===== src/rtl/ctrl_pkg.sv =====
// rtl/ctrl_pkg.sv - shared constants and types for the pipeline control unit
package ctrl_pkg;

  // Primary opcodes
  localparam logic [5:0] OP_RTYPE = 6'h00;
  localparam logic [5:0] OP_J     = 6'h02;
  localparam logic [5:0] OP_BEQ   = 6'h04;
  localparam logic [5:0] OP_BNE   = 6'h05;
  localparam logic [5:0] OP_ADDI  = 6'h08;
  localparam logic [5:0] OP_SLTI  = 6'h0A;
  localparam logic [5:0] OP_ANDI  = 6'h0C;
  localparam logic [5:0] OP_ORI   = 6'h0D;
  localparam logic [5:0] OP_LW    = 6'h23;
  localparam logic [5:0] OP_SH    = 6'h29;
  localparam logic [5:0] OP_SW    = 6'h2B;
  // jr is an R-type funct; it is remapped onto this spare opcode so it decodes
  // in the same case statement as the real opcodes.
  localparam logic [5:0] OP_JR    = 6'h18;

  // R-type funct codes
  localparam logic [5:0] FN_JR  = 6'h08;
  localparam logic [5:0] FN_ADD = 6'h20;
  localparam logic [5:0] FN_SUB = 6'h22;
  localparam logic [5:0] FN_AND = 6'h24;
  localparam logic [5:0] FN_OR  = 6'h25;
  localparam logic [5:0] FN_NOR = 6'h27;
  localparam logic [5:0] FN_SLT = 6'h2A;

  typedef enum logic [2:0] {
    ALU_ADD, ALU_SUB, ALU_AND, ALU_OR, ALU_NOR, ALU_COMPARE
  } alu_fun_e;

  // Polarity of the active-low strobes (REG_RD, MEM_RD, MEM_WR, REG_WR)
  localparam logic ACTIVO    = 1'b0;
  localparam logic DESACTIVO = 1'b1;

  // Bundle widths; the EXE bundle width follows the ALU code width
  localparam int MEM_W = 3;
  localparam int WB_W  = 2;

  // Bubble bundles: nothing is read, written or committed
  localparam logic [MEM_W-1:0] MEM_BUBBLE = {DESACTIVO, DESACTIVO, 1'b1};
  localparam logic [WB_W-1:0]  WB_BUBBLE  = {1'b1, DESACTIVO};

  typedef enum logic [1:0] {
    DIR_PC4 = 2'b00, DIR_J = 2'b01, DIR_JR = 2'b10, DIR_BR = 2'b11
  } sel_dir_e;

  typedef enum logic [1:0] {
    BR_NONE = 2'b00, BR_BEQ = 2'b01, BR_BNE = 2'b10
  } br_kind_e;

  function automatic int exe_w(input int alu_w);
    return alu_w + 2;
  endfunction

endpackage


===== src/rtl/ctrl_decode.sv =====
// rtl/ctrl_decode.sv - combinational instruction to control-bundle decoder
module ctrl_decode
  import ctrl_pkg::*;
#(
  parameter int RA_W  = 5,
  parameter int ALU_W = 3,
  parameter int BR_EN = 1
) (
  input  logic [5:0]                opcode,
  input  logic [5:0]                funct,
  input  logic [RA_W-1:0]           rt,
  input  logic [RA_W-1:0]           rd,
  output logic [exe_w(ALU_W)-1:0]   exe,
  output logic [MEM_W-1:0]          mem,
  output logic [WB_W-1:0]           wb,
  output logic [RA_W-1:0]           wa,
  output logic                      reg_rd,
  output logic                      sel_im,
  output br_kind_e                  br_kind,
  output logic                      is_load,
  output logic                      is_j,
  output logic                      is_jr,
  output logic                      rs_src,
  output logic                      rt_src
);

  logic [5:0]       op_eff;
  logic [ALU_W-1:0] alu;
  logic             sel_alu;
  logic             sel_reg;

  assign op_eff = (opcode == OP_RTYPE && funct == FN_JR) ? OP_JR : opcode;

  // Decode table; anything unrecognised leaves the bubble defaults in place
  always_comb begin
    alu     = ALU_W'(ALU_ADD);
    sel_alu = 1'b0;
    sel_reg = 1'b0;
    mem     = MEM_BUBBLE;
    wb      = WB_BUBBLE;
    reg_rd  = DESACTIVO;
    sel_im  = 1'b0;
    br_kind = BR_NONE;
    is_load = 1'b0;
    is_j    = 1'b0;
    is_jr   = 1'b0;
    rs_src  = 1'b1;
    rt_src  = 1'b0;
    case (op_eff)
      OP_RTYPE: begin
        rt_src  = 1'b1;
        reg_rd  = ACTIVO;
        sel_reg = 1'b1;
        wb      = {1'b1, ACTIVO};
        case (funct)
          FN_ADD:  alu = ALU_W'(ALU_ADD);
          FN_SUB:  alu = ALU_W'(ALU_SUB);
          FN_AND:  alu = ALU_W'(ALU_AND);
          FN_OR:   alu = ALU_W'(ALU_OR);
          FN_NOR:  alu = ALU_W'(ALU_NOR);
          FN_SLT:  alu = ALU_W'(ALU_COMPARE);
          default: begin
            sel_reg = 1'b0;
            wb      = WB_BUBBLE;
          end
        endcase
      end
      OP_ADDI, OP_SLTI, OP_ANDI, OP_ORI: begin
        sel_alu = 1'b1;
        reg_rd  = ACTIVO;
        wb      = {1'b1, ACTIVO};
        case (op_eff)
          OP_SLTI: alu = ALU_W'(ALU_COMPARE);
          OP_ANDI: begin alu = ALU_W'(ALU_AND); sel_im = 1'b1; end
          OP_ORI:  begin alu = ALU_W'(ALU_OR);  sel_im = 1'b1; end
          default: alu = ALU_W'(ALU_ADD);
        endcase
      end
      OP_LW: begin
        sel_alu = 1'b1;
        reg_rd  = ACTIVO;
        mem     = {ACTIVO, DESACTIVO, 1'b1};
        wb      = {1'b0, ACTIVO};
        is_load = 1'b1;
      end
      OP_SW, OP_SH: begin
        sel_alu = 1'b1;
        reg_rd  = ACTIVO;
        rt_src  = 1'b1;
        mem     = {DESACTIVO, ACTIVO, (op_eff == OP_SW)};
      end
      OP_J: begin
        is_j   = 1'b1;
        rs_src = 1'b0;
      end
      OP_JR: begin
        is_jr  = 1'b1;
        reg_rd = ACTIVO;
      end
      OP_BEQ, OP_BNE: begin
        if (BR_EN != 0) begin
          alu     = ALU_W'(ALU_SUB);
          reg_rd  = ACTIVO;
          rt_src  = 1'b1;
          br_kind = (op_eff == OP_BEQ) ? BR_BEQ : BR_BNE;
        end
      end
      default: ;
    endcase
  end

  assign exe = {alu, sel_alu, sel_reg};
  assign wa  = sel_reg ? rd : rt;

endmodule


===== src/rtl/ctrl_pipe_unit.sv =====
// rtl/ctrl_pipe_unit.sv - pipelined control with hazard resolution and event counters
module ctrl_pipe_unit
  import ctrl_pkg::*;
#(
  parameter int RA_W  = 5,
  parameter int ALU_W = 3,
  parameter int BR_EN = 1,
  parameter int CNT_W = 16
) (
  input  logic                    clk,
  input  logic                    reset,
  input  logic [5:0]              opcode,
  input  logic [5:0]              funct,
  input  logic [RA_W-1:0]         rs,
  input  logic [RA_W-1:0]         rt,
  input  logic [RA_W-1:0]         rd,
  input  logic                    zero_exe,
  input  logic                    stall_ext,
  output logic [1:0]              SEL_DIR,
  output logic                    pc_wr,
  output logic                    ifid_wr,
  output logic                    resetIF,
  output logic                    REG_RD,
  output logic                    SEL_IM,
  output logic [ALU_W+1:0]        ctrl_EXE,
  output logic [MEM_W-1:0]        ctrl_MEM,
  output logic [WB_W-1:0]         ctrl_WB,
  output logic [RA_W-1:0]         wa_mem,
  output logic [RA_W-1:0]         wa_wb,
  output logic [CNT_W-1:0]        stall_cnt,
  output logic [CNT_W-1:0]        flush_cnt
);

  logic [ALU_W+1:0] id_exe;
  logic [MEM_W-1:0] id_mem;
  logic [WB_W-1:0]  id_wb;
  logic [RA_W-1:0]  id_wa;
  br_kind_e         id_br;
  logic             id_load, id_j, id_jr, id_rs_src, id_rt_src;

  // ID/EX keeps the branch kind and load flag alongside the visible bundle
  logic [ALU_W+1:0] idex_exe;
  logic [MEM_W-1:0] idex_mem;
  logic [WB_W-1:0]  idex_wb;
  logic [RA_W-1:0]  idex_wa;
  br_kind_e         idex_br;
  logic             idex_load;
  logic [MEM_W-1:0] exmem_mem;
  logic [WB_W-1:0]  exmem_wb;
  logic [RA_W-1:0]  exmem_wa;
  logic [WB_W-1:0]  memwb_wb;
  logic [RA_W-1:0]  memwb_wa;

  logic br_taken, load_use, kill_id, jump_go;

  ctrl_decode #(.RA_W(RA_W), .ALU_W(ALU_W), .BR_EN(BR_EN)) u_decode (
    .opcode  (opcode),
    .funct   (funct),
    .rt      (rt),
    .rd      (rd),
    .exe     (id_exe),
    .mem     (id_mem),
    .wb      (id_wb),
    .wa      (id_wa),
    .reg_rd  (REG_RD),
    .sel_im  (SEL_IM),
    .br_kind (id_br),
    .is_load (id_load),
    .is_j    (id_j),
    .is_jr   (id_jr),
    .rs_src  (id_rs_src),
    .rt_src  (id_rt_src)
  );

  assign br_taken = (idex_br == BR_BEQ && zero_exe) || (idex_br == BR_BNE && !zero_exe);
  assign load_use = idex_load && (idex_wa != '0) &&
                    ((id_rs_src && rs == idex_wa) || (id_rt_src && rt == idex_wa));
  // The ID slot is discarded by a taken branch (wrong path) or held by load-use
  assign kill_id  = br_taken || load_use;
  assign jump_go  = (id_j || id_jr) && !kill_id;

  // Next-PC and IF/ID steering, in priority order freeze > branch > load-use > jump
  always_comb begin
    SEL_DIR = DIR_PC4;
    pc_wr   = 1'b1;
    ifid_wr = 1'b1;
    resetIF = 1'b0;
    if (stall_ext) begin
      pc_wr   = 1'b0;
      ifid_wr = 1'b0;
    end else if (br_taken) begin
      SEL_DIR = DIR_BR;
      resetIF = 1'b1;
    end else if (load_use) begin
      pc_wr   = 1'b0;
      ifid_wr = 1'b0;
    end else if (id_j) begin
      SEL_DIR = DIR_J;
      resetIF = 1'b1;
    end else if (id_jr) begin
      SEL_DIR = DIR_JR;
      resetIF = 1'b1;
    end
  end

  // Stage registers advance together unless memory freezes the pipe
  always_ff @(posedge clk or posedge reset) begin
    if (reset) begin
      idex_exe  <= '0;
      idex_mem  <= MEM_BUBBLE;
      idex_wb   <= WB_BUBBLE;
      idex_wa   <= '0;
      idex_br   <= BR_NONE;
      idex_load <= 1'b0;
      exmem_mem <= MEM_BUBBLE;
      exmem_wb  <= WB_BUBBLE;
      exmem_wa  <= '0;
      memwb_wb  <= WB_BUBBLE;
      memwb_wa  <= '0;
    end else if (!stall_ext) begin
      if (kill_id) begin
        idex_exe  <= '0;
        idex_mem  <= MEM_BUBBLE;
        idex_wb   <= WB_BUBBLE;
        idex_wa   <= '0;
        idex_br   <= BR_NONE;
        idex_load <= 1'b0;
      end else begin
        idex_exe  <= id_exe;
        idex_mem  <= id_mem;
        idex_wb   <= id_wb;
        idex_wa   <= id_wa;
        idex_br   <= id_br;
        idex_load <= id_load;
      end
      exmem_mem <= idex_mem;
      exmem_wb  <= idex_wb;
      exmem_wa  <= idex_wa;
      memwb_wb  <= exmem_wb;
      memwb_wa  <= exmem_wa;
    end
  end

  // Saturating stall/flush event counters; frozen cycles are not counted
  always_ff @(posedge clk or posedge reset) begin
    if (reset) begin
      stall_cnt <= '0;
      flush_cnt <= '0;
    end else if (!stall_ext) begin
      if (load_use && !br_taken && stall_cnt != '1)
        stall_cnt <= stall_cnt + CNT_W'(1);
      if ((br_taken || jump_go) && flush_cnt != '1)
        flush_cnt <= flush_cnt + CNT_W'(1);
    end
  end

  assign ctrl_EXE = idex_exe;
  assign ctrl_MEM = exmem_mem;
  assign wa_mem   = exmem_wa;
  assign ctrl_WB  = memwb_wb;
  assign wa_wb    = memwb_wa;

endmodule


===== config.mk =====
export PLATFORM = sky130hd
export DESIGN_NAME = ctrl_pipe_unit
export DESIGN_NICKNAME = d
export VERILOG_FILES = /design/src/rtl/ctrl_pkg.sv /design/src/rtl/ctrl_decode.sv /design/src/rtl/ctrl_pipe_unit.sv
export SDC_FILE = /design/constraint.sdc
export NUM_CORES = 1
export LEC_CHECK = 0
export CAP_MARGIN = 10
export CORE_AREA = 2 2 92 94
export CTS_CLUSTER_SIZE = 20
export DETAILED_ROUTE_END_ITERATION = 10
export DIE_AREA = 0 0 94 96
export PLACE_DENSITY = 0.8
export RECOVER_POWER = 50
export SETUP_SLACK_MARGIN = 0.4
export SLEW_MARGIN = 0
export SYNTH_ARGS = -nofsm -noshare
export SYNTH_HDL_FRONTEND = slang
export SYNTH_HIERARCHICAL = 1
export SYNTH_SLANG_ARGS = --single-unit

===== constraint.sdc =====
create_clock -name clk -period 2.9 [get_ports clk]
set_input_delay 0.435 -clock clk [delete_from_list [all_inputs] [get_ports clk]]
set_output_delay 0.435 -clock clk [all_outputs]
set_load 0.005 [all_outputs]

# After elaboration in Yosys (flattened, before gate mapping)
# Cells that the tools add are included.
[word_totals] ff_bits=67 latch_bits=0 ramBits=0 rom_bits=0 input_bits=31 output_inout_bits=59 word_cells=112 n_memories=0
[classes] addsub=2 multipliers=0 div=0 order_cmp=0 n_eq_ne=24 shift=0 mux=40 bitwise=1 n_reduce_logical=32
[op_table] op="== test 6 bit, second input constant" n=9
[op_table] op="adder 16 x 1 -> 16 bit, second input constant" n=2
[op_table] op="!= test 16 bit, second input constant" n=2
[op_table] op="== test 6 x 4 -> 1 bit, second input constant" n=5
[op_table] op="2-to-1 mux 1 bit" n=21
[op_table] op="2-to-1 mux 2 bit" n=9
[op_table] op="case mux 3 bit (3 select lines)" n=2
[op_table] op="2-to-1 mux 5 bit" n=3
[op_table] op="case mux 3 bit (5 select lines)" n=1
[op_table] op="== test 6 x 3 -> 1 bit, second input constant" n=2
[op_table] op="logical NOT 6 bit" n=2
[op_table] op="logical AND 1 bit" n=11
[op_table] op="OR reduction 11 bit" n=1
[op_table] op="== test 5 bit" n=2
[op_table] op="OR reduction 7 bit" n=1
[op_table] op="== test 6 x 2 -> 1 bit, second input constant" n=1
[op_table] op="== test 6 x 5 -> 1 bit, second input constant" n=1
[op_table] op="2-to-1 mux 6 bit" n=1
[op_table] op="case mux 2 bit (3 select lines)" n=1
[op_table] op="case mux 3 bit (2 select lines)" n=1
[op_table] op="OR reduction 2 bit" n=3
[op_table] op="OR reduction 6 bit" n=1
[op_table] op="logical OR 1 bit" n=5
[op_table] op="nonzero test 5 bit" n=1
[op_table] op="other kinds (8)" n=11

# Longest topological paths before layout
[depth] depth_word=15 ltp_mapped=10 mapped_depth_nobuf=9

# Modules after synthesis
# Netlist, hierarchy kept.
[by_module_without_submodules] module="ctrl_pipe_unit" instances=1 cells_per_inst=259 area_each_um2=3044.2 seq_area_each_um2=1691.6
[by_module_without_submodules] module="ctrl_decode" instances=1 cells_per_inst=74 area_each_um2=516.7 seq_area_each_um2=0.0

# Least setup slack after synthesis
# OpenSTA, ideal clock, no wires.
[synth_timing] kind="input-to-output" from="in opcode[1]" to="out pc_wr" arrival_ns=2.156 t_required_ns=2.465 slack_ns=0.309 stages=9 path_buffers=2 cell_sequence="buf_2 -> or4b_1 -> a21oi_1 -> a41o_1 -> nand2_1 -> o22ai_2 -> and2_1 -> nor2_1 -> buf_4"
[synth_via] elab_chain_len=12 word_cells_on_any_way=19 cone_classes="eq/ne (5); mux (6); reduce/logical (8)"
[synth_lines] item="from (decl)" line="ctrl_pipe_unit.sv:12" rtl="input logic [5:0] opcode,"
[synth_lines] item="logical NOT 6 bit" line="ctrl_decode.sv:32" rtl="assign op_eff = (opcode == OP_RTYPE && funct == FN_JR) ? OP_JR : opcode;"
[synth_lines] item="logical AND 1 bit" line="ctrl_decode.sv:32"
[synth_lines] item="2-to-1 mux 6 bit *" line="ctrl_decode.sv:32"
[synth_lines] item="== test 6 bit, or another cell as far along" line="ctrl_decode.sv:49" rtl="case (op_eff)"
[synth_lines] item="OR reduction 5 bit (no source line) *"
[synth_lines] item="2-to-1 mux 1 bit *"
[synth_lines] item="via id_rt_src" line="ctrl_pipe_unit.sv:39" rtl="logic id_load, id_j, id_jr, id_rs_src, id_rt_src;"
[synth_lines] item="logical AND 1 bit *" line="ctrl_pipe_unit.sv:77" rtl="((id_rs_src && rs == idex_wa) || (id_rt_src && rt == idex_wa));"
[synth_lines] item="logical OR 1 bit *" line="ctrl_pipe_unit.sv:77"
[synth_lines] item="logical AND 1 bit *" line="ctrl_pipe_unit.sv:76" rtl="assign load_use = idex_load && (idex_wa != '0) &&"
[synth_lines] item="2-to-1 mux 1 bit * (3 in a row)"
[synth_lines] item="to (decl)" line="ctrl_pipe_unit.sv:20" rtl="output logic pc_wr,"
# Mark *: on every way through the listed nets, which the timed path passes. The rest lies on a longest branch.

# Worst setup path after layout
[layout_timing] from="in opcode[2]" to="out SEL_DIR[0]"
[layout_via] elab_chain_len=12 word_cells_on_any_way=21 cone_classes="eq/ne (5); mux (8); reduce/logical (8)"
[layout_lines] item="logical NOT 6 bit" line="ctrl_decode.sv:32"
[layout_lines] item="logical AND 1 bit" line="ctrl_decode.sv:32"
[layout_lines] item="2-to-1 mux 6 bit *" line="ctrl_decode.sv:32"
[layout_lines] item="== test 6 bit, or another cell as far along" line="ctrl_decode.sv:49"
[layout_lines] item="OR reduction 5 bit (no source line) *"
[layout_lines] item="2-to-1 mux 1 bit *"
[layout_lines] item="via id_rt_src" line="ctrl_pipe_unit.sv:39"
[layout_lines] item="logical AND 1 bit *" line="ctrl_pipe_unit.sv:77"
[layout_lines] item="logical OR 1 bit *" line="ctrl_pipe_unit.sv:77"
[layout_lines] item="logical AND 1 bit *" line="ctrl_pipe_unit.sv:76"
[layout_lines] item="2-to-1 mux 2 bit *" line="ctrl_pipe_unit.sv:94" rtl="end else if (load_use) begin"
[layout_lines] item="2-to-1 mux 2 bit *" line="ctrl_pipe_unit.sv:91" rtl="end else if (br_taken) begin"
[layout_lines] item="2-to-1 mux 2 bit *" line="ctrl_pipe_unit.sv:88" rtl="if (stall_ext) begin"
[layout_lines] item="to (decl)" line="ctrl_pipe_unit.sv:19" rtl="output logic [1:0] SEL_DIR,"
# Marked as above.

==> Implementation_results.wiki <==
{| class="wikitable"
! Metric !! Value
|-
| Commonest cells after routing, fill and taps aside || sky130_fd_sc_hd__clkdlybuf4s50_1 (57), sky130_fd_sc_hd__dfrtp_1 (52), sky130_fd_sc_hd__buf_4 (45)
|-
| Number of global-route vias before repair || 3006
|-
| Peak clock frequency supported by timing || 0.4027 GHz
|-
| Post-DP HPWL || 6741 um
|-
| Arr. time, crit path || 2.05 ns
|-
| Category of the most critical setup path || input pin to output port
|-
| Highest metal layer used by the detailed router || met4
|-
| Number of fill cells in the layout || 697
|-
| # Max-Cap Violations || 0
|-
| Post-detailed-route count of antenna-violating nets || 0
|-
| Least setup slack across all paths after layout || 0.4168 ns
|-
| DRC violations left || 0
|-
| Most common library cell in the layout ignoring fill and taps || sky130_fd_sc_hd__clkdlybuf4s50_1
|-
| Wire length of the first global-routing pass || 14110 um
|-
| Die width || 94 um
|-
| Maximum net fanout on the critical path || 4
|-
| Routed metal-1 wire length || 3622 um
|-
| Vias per Instance || 5.225
|-
| Buffer depth of the longest clock path || 2
|-
| DR vias || 3015
|-
| DR pass1 iterations || 4
|-
| WL per Instance || 15.27 um
|-
| Antenna violations before repair || 0
|-
| Inserted Clock Buffers || 9
|-
| Worst-margin pin slew || 1.281 ns
|-
| Later-pin clock latency in the skew report || 0.34 ns
|-
| Normalized max-slew margin || 14.62%
|-
| Syn Nets || 366
|-
| Clock slew at the register clock pins of the worst setup and hold paths || 0.07 ns
|-
| Synth unique cells || 60
|-
| Instance count of the mapped netlist || 333
|-
| CTS H-tree depth || 3
|-
| Compound-cell area share of the yosys netlist || 11.07%
|-
| Total negative slack || 0 ns
|-
| Largest net degree at the start of global routing || 33
|-
| Diode insertion count for antenna repair || 0
|-
| Sequential-to-total area share from yosys stat || 47.51%
|-
| Period minus WS final || 2.483 ns
|-
| Outcome || complete, no violations
|-
| Hold Violations, Final || 0
|-
| CTS tree || built
|-
| Routed length on met2 || 4559 um
|-
| Initial cell density of the core || 44.23%
|-
| Share of post-route cells with drive strength above 1 || 29.45%
|-
| Synth Register Bits || 67
|-
| Overall die height || 96 um
|-
| Number of enable flip-flop cells after synthesis || 0
|-
| Global-route total usage across every layer || 20.24%
|-
| Synth async-reset ratio || 100.0%
|-
| Largest family of logic cells by synthesized area || simple AND/OR/NAND/NOR gates
|-
| Register Area || 0.001695 mm2
|-
| Library cell used as clock root buffer || sky130_fd_sc_hd__clkbuf_8
|-
| Leakage || 0.002294 uW
|-
| Most used flip-flop cell after synthesis || sky130_fd_sc_hd__dfrtp_1
|-
| Critical path data required time || 2.47 ns
|-
| Peak ir drop on the vdd network || 0.2986 mV
|-
| Avg Synthesized Cell Area || 10.69 um2
|-
| Post-place setup slack || -0.2354 ns
|-
| Kind of start point of the critical path || input pin
|-
| Clk_skew || 0.01054 ns
|-
| Post-synthesis to final-layout area growth || 43.29%
|-
| Number of design-rule violations left by the first detailed-router iteration || 107
|-
| Setup repair after global routing missed its margin || true
|-
| Mux contribution to synthesized area || 6.957%
|-
| Xor and xnor area share after synthesis || 9.346%
|-
| Number of endpoints failing setup at the final stage || 0
|-
| Setup crit end kind || output port
|-
| Total gr overflow || 0
|-
| Adder-cell share of the synthesized area || 0.7027%
|-
| # clock sinks || 67
|-
| Worst hold-check path type || flop to flop
|-
| Die footprint || 0.009024 mm2
|-
| Cell Pwr Density || 417.4 mW/mm2
|-
| Total count of max-transition violations in the final report || 0
|-
| Multi-input logic area || 0.001818 mm2
|-
| Area of the placeable core || 0.008051 mm2
|-
| WL final || 8811 um
|-
| Final weighted congestion in routability-driven placement || 0.8531
|-
| Standard-cell row count || 33
|-
| Simple logic cell fraction of the synthesized area || 20.06%
|-
| Warning count from the yosys run || 6
|-
| Netlist Area Pre-Place || 0.003561 mm2
|-
| Number of nets in the layout || 500
|-
| Met3 wirelength from detailed routing || 460 um
|-
| PortBufs || 89
|-
| Share of the cycle needed by the critical path after routing || 85.63%
|-
| I/O pin count || 90
|}
[final timing paths]
| check | start | endpoint | slack [ns] | depth (start not counted) |
|---|---|---|---|---|
| worst min register to register | idex_mem[2] | idex_mem[2] | 0.48 | 2 |
| worst max-delay path | opcode[2] | SEL_DIR[0] | 0.42 | 10 |
| worst min-delay path | idex_mem[2] | idex_mem[2] | 0.48 | 2 |
| min in group asynchronous | reset | stall_cnt[8] | 0.76 | 2 |
| worst max register to register | idex_wa[3] | idex_wa[4] | 0.55 | 10 |
| max in group asynchronous | reset | idex_wa[1] | 0.76 | 3 |
[power by group]
group,switching [uW],total (uW),internal (uW)
clock,359,690,331
sequential,50.0,1050,1000
combinational,159,388,229
total,568,2130,1560
[critical path, cell delays in order]
cell	delay, ns
sky130_fd_sc_hd__clkdlybuf4s15_1	0.18
sky130_fd_sc_hd__or4b_4	0.46
sky130_fd_sc_hd__a21oi_2	0.13
sky130_fd_sc_hd__a41o_1	0.13
sky130_fd_sc_hd__nand2_2	0.08
sky130_fd_sc_hd__o22ai_4	0.13
sky130_fd_sc_hd__and2_4	0.20
sky130_fd_sc_hd__nor2_4	0.04
sky130_fd_sc_hd__o21a_1	0.15
sky130_fd_sc_hd__buf_2	0.12
[flip-flops by register name (all words and copies together), names as in the netlist]
signal	flops
idex_br	2
ctrl_WB	2
wa_mem	5
stall_cnt	16
ctrl_MEM	3
flush_cnt	16
wa_wb	5
idex_load	1
idex_wa	5
idex_mem	3
exmem_wb	2
ctrl_EXE	5
idex_wb	2
[per-stage QoR]
step	area, um2	power [uW]	hold WS (ns)	cells	utilization, %
final	5102	2130	0.4804	577	63.37
after global routing	5102	2236	0.5039	577	63.37
after CTS	5080	2156	0.4755	572	63.09
after detailed placement	4831	1457	0.4725	551	60.00
after global placement	4831	1441	0.4617	551	60.00
after floorplan	3578	1228	0.4466	333	-
[area by class of cell]
type	instances	share of cell area, %
clock buffers	10	2.697
clock inverters	6	0.8092
inverters	20	1.471
multi-input cells	231	35.63
flip-flops and latches	67	33.23
well taps	105	2.575
repair buffers	138	23.59
[cells in the mapped netlist, types with 5 or more instances]
| library cell | instances | area [um2] |
|---|---|---|
| sky130_fd_sc_hd__and3_1 | 6 | 37.54 |
| sky130_fd_sc_hd__xnor2_1 | 29 | 254.0 |
| sky130_fd_sc_hd__nand3_1 | 17 | 85.08 |
| sky130_fd_sc_hd__a22o_1 | 13 | 113.9 |
| sky130_fd_sc_hd__clkbuf_1 | 6 | 22.52 |
| sky130_fd_sc_hd__inv_1 | 19 | 71.32 |
| sky130_fd_sc_hd__dfrtp_1 | 55 | 1376 |
| sky130_fd_sc_hd__nor3_1 | 7 | 35.03 |
| sky130_fd_sc_hd__nor2_1 | 17 | 63.81 |
| sky130_fd_sc_hd__dfstp_2 | 12 | 315.3 |
| sky130_fd_sc_hd__nor4_1 | 5 | 31.28 |
| sky130_fd_sc_hd__nand4_1 | 8 | 50.05 |
| sky130_fd_sc_hd__mux2_2 | 14 | 157.7 |
| sky130_fd_sc_hd__mux2_4 | 6 | 90.09 |
| sky130_fd_sc_hd__a2bb2oi_1 | 6 | 52.55 |
| sky130_fd_sc_hd__xor2_1 | 9 | 78.83 |
| sky130_fd_sc_hd__nand2_1 | 26 | 97.59 |
| sky130_fd_sc_hd__a21oi_1 | 6 | 30.03 |
| sky130_fd_sc_hd__o21ai_0 | 7 | 35.03 |
[logic make-up after synthesis]
family	after synthesis
compound gates	49
xor+xnor	38
fa+ha+maj	2
buf+inv	35
flops	67
mux	20
simple gates	122
[routing by layer]
layer,global-route usage (%),vias up
met1,24.77,1469
li1,-,1447
met3,3.446,14
met5,0,-
met4,9.179,0
met2,35.12,85
[what timing repair did]
item	in CTS	in global routing
gates resized for setup	54	8
hold endpoints to repair	0	0
pin swaps	13	6
endpoints found under the setup margin	30	6
gates cloned	0	0
setup buffers	5	5
hold buffers	0	0
No activity file was read; power rests on OpenSTA's default activity.
